### config.mk
export PLATFORM = sky130hd
export DESIGN_NAME = noc_xy_input_port
export DESIGN_NICKNAME = d
export VERILOG_FILES = /design/src/rtl/noc_xy_input_port.sv
export SDC_FILE = /design/constraint.sdc
export NUM_CORES = 1
export LEC_CHECK = 0
export CAP_MARGIN = 15
export CORE_MARGIN = 4
export CORE_UTILIZATION = 25
export DETAILED_ROUTE_END_ITERATION = 10
export SYNTH_ARGS = -nofsm -noshare
export SYNTH_HDL_FRONTEND = slang
export SYNTH_SLANG_ARGS = --single-unit
### constraint.sdc
create_clock -name clk -period 2.6 [get_ports clk]
set_input_delay 0.39 -clock clk [delete_from_list [all_inputs] [get_ports clk]]
set_output_delay 0.39 -clock clk [all_outputs]
set_load 0.1 [all_outputs]
### src/rtl/noc_xy_input_port.sv
// noc_xy_input_port: flit FIFO with XY route computation on the head flit and credit return.
// Optional NOC_PORT_STATS_EN adds accepted/dropped flit counters.
module noc_xy_input_port #(
  parameter int DATA_W  = 16,
  parameter int DEPTH   = 4,
  parameter int COORD_W = 4,
  parameter int XCOORD  = 0,
  parameter int YCOORD  = 0,
  parameter int HAS_N   = 1,
  parameter int HAS_S   = 1,
  parameter int HAS_E   = 1,
  parameter int HAS_W   = 1
) (
  input  logic                       clk,
  input  logic                       rst,
  input  logic [DATA_W-1:0]          data_i,
  input  logic                       write_en_i,
  input  logic                       pop_i,
  output logic [DATA_W-1:0]          data_o,
  output logic                       valid_o,
  output logic [4:0]                 route_o,
  output logic                       route_err_o,
  output logic                       credit_o,
  output logic [$clog2(DEPTH):0]     count_o,
`ifdef NOC_PORT_STATS_EN
  output logic [15:0]                flits_in_o,
  output logic [15:0]                flits_drop_o,
`endif
  output logic                       overflow_o
);
  localparam int AW = $clog2(DEPTH);
  localparam int CW = AW + 1;
  localparam logic [CW-1:0] FULL = CW'(DEPTH);
  localparam logic [COORD_W-1:0] X = COORD_W'(XCOORD);
  localparam logic [COORD_W-1:0] Y = COORD_W'(YCOORD);
  localparam logic [4:0] PRESENT = {1'b1, HAS_W != 0, HAS_E != 0, HAS_S != 0, HAS_N != 0};

  logic [DATA_W-1:0] mem_q [DEPTH];
  logic [AW-1:0] rd_ptr_q, rd_ptr_d, wr_ptr_q, wr_ptr_d;
  logic [CW-1:0] count_q, count_d;
  logic credit_q, credit_d, overflow_q, overflow_d;
  logic pop_acc, wr_acc, drop;
  logic [COORD_W-1:0] dx, dy;
  logic [4:0] dir;

  always_comb begin
    pop_acc    = pop_i && (count_q != '0);
    wr_acc     = write_en_i && ((count_q != FULL) || pop_acc);
    drop       = write_en_i && !wr_acc;
    rd_ptr_d   = pop_acc ? rd_ptr_q + 1'b1 : rd_ptr_q;
    wr_ptr_d   = wr_acc ? wr_ptr_q + 1'b1 : wr_ptr_q;
    count_d    = count_q + CW'(wr_acc) - CW'(pop_acc);
    credit_d   = pop_acc;
    overflow_d = overflow_q || drop;
  end

  always_ff @(posedge clk or posedge rst)
    if (rst) begin
      rd_ptr_q   <= '0;
      wr_ptr_q   <= '0;
      count_q    <= '0;
      credit_q   <= 1'b0;
      overflow_q <= 1'b0;
    end else begin
      rd_ptr_q   <= rd_ptr_d;
      wr_ptr_q   <= wr_ptr_d;
      count_q    <= count_d;
      credit_q   <= credit_d;
      overflow_q <= overflow_d;
    end

  // Storage is not reset; contents are only visible while valid_o is high.
  always_ff @(posedge clk)
    if (wr_acc) mem_q[wr_ptr_q] <= data_i;

  always_comb begin
    data_o      = mem_q[rd_ptr_q];
    valid_o     = count_q != '0;
    dx          = data_o[2*COORD_W-1:COORD_W];
    dy          = data_o[COORD_W-1:0];
    dir         = (dx > X) ? 5'b00100 : (dx < X) ? 5'b01000 :
                  (dy > Y) ? 5'b00001 : (dy < Y) ? 5'b00010 : 5'b10000;
    route_o     = valid_o ? (dir & PRESENT) : 5'b0;
    route_err_o = valid_o && |(dir & ~PRESENT);
  end

  assign credit_o   = credit_q;
  assign count_o    = count_q;
  assign overflow_o = overflow_q;

`ifdef NOC_PORT_STATS_EN
  logic [15:0] flits_in_q, flits_in_d, flits_drop_q, flits_drop_d;
  always_comb begin
    flits_in_d   = flits_in_q + 16'(wr_acc);
    flits_drop_d = flits_drop_q + 16'(drop);
  end
  always_ff @(posedge clk or posedge rst)
    if (rst) begin
      flits_in_q   <= '0;
      flits_drop_q <= '0;
    end else begin
      flits_in_q   <= flits_in_d;
      flits_drop_q <= flits_drop_d;
    end
  assign flits_in_o   = flits_in_q;
  assign flits_drop_o = flits_drop_q;
`endif
endmodule
==> results.md <==
- Slew @ Worst Pin: 0.919 ns
- Initial core utilization: 26.0%
- Layout cells sized above 1: 44.6%
- Core box area: 0.0110 sq mm
- R2R cell count: 10
- CP max FO: 6
- Worst hold path class: in -> async
- Post-synth top area share: 67.3%
- Period utilization: 108%
- CTS Hold Bufs: 0
- Min Hold Slack: 0.338 ns
- Die area: 0.0132 sq mm
- Post-layout nets: 227
- Failing checks: negative setup slack
- Num ports: 48
- Row count: 38
- CP endpoint kind: output pin
- Worst-case clock skew: 0.00351 ns
- Syn avg cell area: 21.5 sq um
- Die W: 115 microns
- ANT nets after route: 0
- Kind of critical path: reg -> out
- Antenna violations before repair: 0
- Fin worst setup slack: -0.210 ns
- Clock sinks: 73
- Final WL: 5320 microns
- Largest cells by area after synthesis: edfxtp_1 (67%), mux4_2 (9.5%), dfrtp_1 (7.9%)
- CTS tree: done
- Clock slew at reported path FFs: 0.06 ns
- Vias post-DR: 1411
- Most frequent cells in the layout: edfxtp_1 (64), buf_4 (21), buf_12 (21), clkdlybuf4s50_1 (19), mux4_2 (16)
- Final instance area: 0.00415 sq mm
- Number of port buffers: 44
- Worst-skew pair later-pin latency: 0.33 ns
- CP Data Required Time: 2.21 ns
- CTS Buf Count: 9
- Initial DRC count: 36
- Synthesized cell area: 0.00285 sq mm
- Fmax: 356 MHz
- Placed Area: 0.00378 sq mm
- Via density: 4.10
- Largest net degree at the start of global routing: 17
- Final hold vios: 0
- Number of synthesized register bits: 73
- Post-route minimum period: 2.81 ns
- Crit path launch type: flop
- Most common cell after layout, fill and taps aside: edfxtp_1
- Final HPWL DP: 3570 microns
- Final Max Slew Viols: 0
- Total grt overflow: 0
- First-pass GRT wire length: 8420 microns
- Die H: 115 microns
- Run status: complete, but fails checks
- ANT cells: 0
- Synth cell types: 24
- Seq/Total Area, Yosys: 75.2%
- Synthesis-to-layout area growth: 45.5%
- YS warnings: 0
- Max-Cap Viols: 0
- Total GRT Usage: 8.86%
- Max Root-Sink Buffers: 2
- Vias in the first global route: 1521
- RSZ-0062 raised after global routing: yes
- Final core utilization: 37.8%
- WL/cell: 15.5 microns
- DRC Markers: 0
- Slew margin rel.: 38.7%
- Pre-antenna DRT Iters: 4
- H-tree Lvls: 3
- Post-synth top area cell: edfxtp_1
- Placer Congestion: 0.728
- CTS root buffer: clkbuf_16
- Fill cell count: 992
- Setup violations, final: 3
- Synth Instances: 133
- WP data arrival: 2.42 ns
path summary, 6_finish.rpt:
kind                                          from                   end  slack (ns)
setup / recovery           rd_ptr_q[0]$_DFFE_PP0N_            route_o[0]       -0.21
hold / removal                                 rst  count_o[0]$_DFF_PP0_        0.34
setup reg to reg              count_o[2]$_DFF_PP0_  count_o[2]$_DFF_PP0_        0.35
hold reg to reg               overflow_o$_DFF_PP0_  overflow_o$_DFF_PP0_        0.46
max in group asynchronous                      rst  count_o[2]$_DFF_PP0_        1.97
min in group clk              overflow_o$_DFF_PP0_  overflow_o$_DFF_PP0_        0.46
what timing repair did:
action,in CTS,in global routing
resized for setup,0,1
endpoints found under the setup margin,3,3
setup buffers,3,3
pin swaps,3,3
logic make-up after synthesis:
logic type | synth area share (%)
AND/OR/NAND/NOR | 3.24
XOR/XNOR | 1.53
flip-flops | 75.2
buffers and inverters | 2.72
adder cells (fa/ha/maj) | 3.33
other | 0.131
multiplexers | 13.5
AO/OA/AOI/OAI | 0.263
critical path: stages (launching register included):
cell and delay (ns):
dfrtp_1 0.39, buf_12 0.15, mux4_2 0.55, or4_4 0.56
nor3_4 0.25, buf_12 0.20
per-layer routing:
layer | vias up | global-route usage, % | share of wire [%]
met4 | 0 | 4.23 | 1.9
met1 | 720 | 10.6 | 41
met5 | - | 0 | 0
met3 | 6 | 2.95 | 4.5
met2 | 33 | 14.4 | 52
li1 | 652 | - | -
state kept, by name (all words and copies together), names as in the netlist:
name / flops
rd_ptr_q: 2
overflow_o: 1
wr_ptr_q: 2
credit_o: 1
mem_q: 64
count_o: 3
synthesized netlist by cell type:
cell type  instances
a21o_1             1
and2_1             6
buf_2              2
buf_4              3
buf_6              1
clkbuf_1           1
conb_1             1
dfrtp_1            9
edfxtp_1          64
fa_1               1
ha_1               6
inv_1              8
mux2_2             1
mux4_1             4
mux4_2            12
nand3_1            1
nor2b_1            1
nor3_1             2
nor3b_1            1
nor4_1             1
nor4b_1            1
or4_4              1
xnor2_1            4
xor2_1             1
layout make-up:
class / instances / area (sq um) / area share [%]
Timing Repair Buffer: 61 / 768 / 18.5
Clock inverter: 6 / 91.3 / 2.20
Sequential cell: 73 / 2160 / 51.9
Inverter: 8 / 33.8 / 0.814
Multi-Input combinational cell: 47 / 702 / 16.9
Clock buffer: 9 / 225 / 5.42
Tap cell: 140 / 175 / 4.22
metrics by stage:
stage	setup slack (ns)	cells	TNS (ns)
2_1_floorplan	-0.566	135	-1.98
3_3_place_gp	0.0467	323	0
3_5_place_dp	-0.0106	323	-0.0106
4_1_cts	-0.242	341	-0.593
5_1_grt	-0.300	344	-0.750
6_report	-0.210	344	-0.502
Power is left out: the tool's default activity adds up to more than one toggle a clock period on the data nets, which glitch-free logic cannot reach.
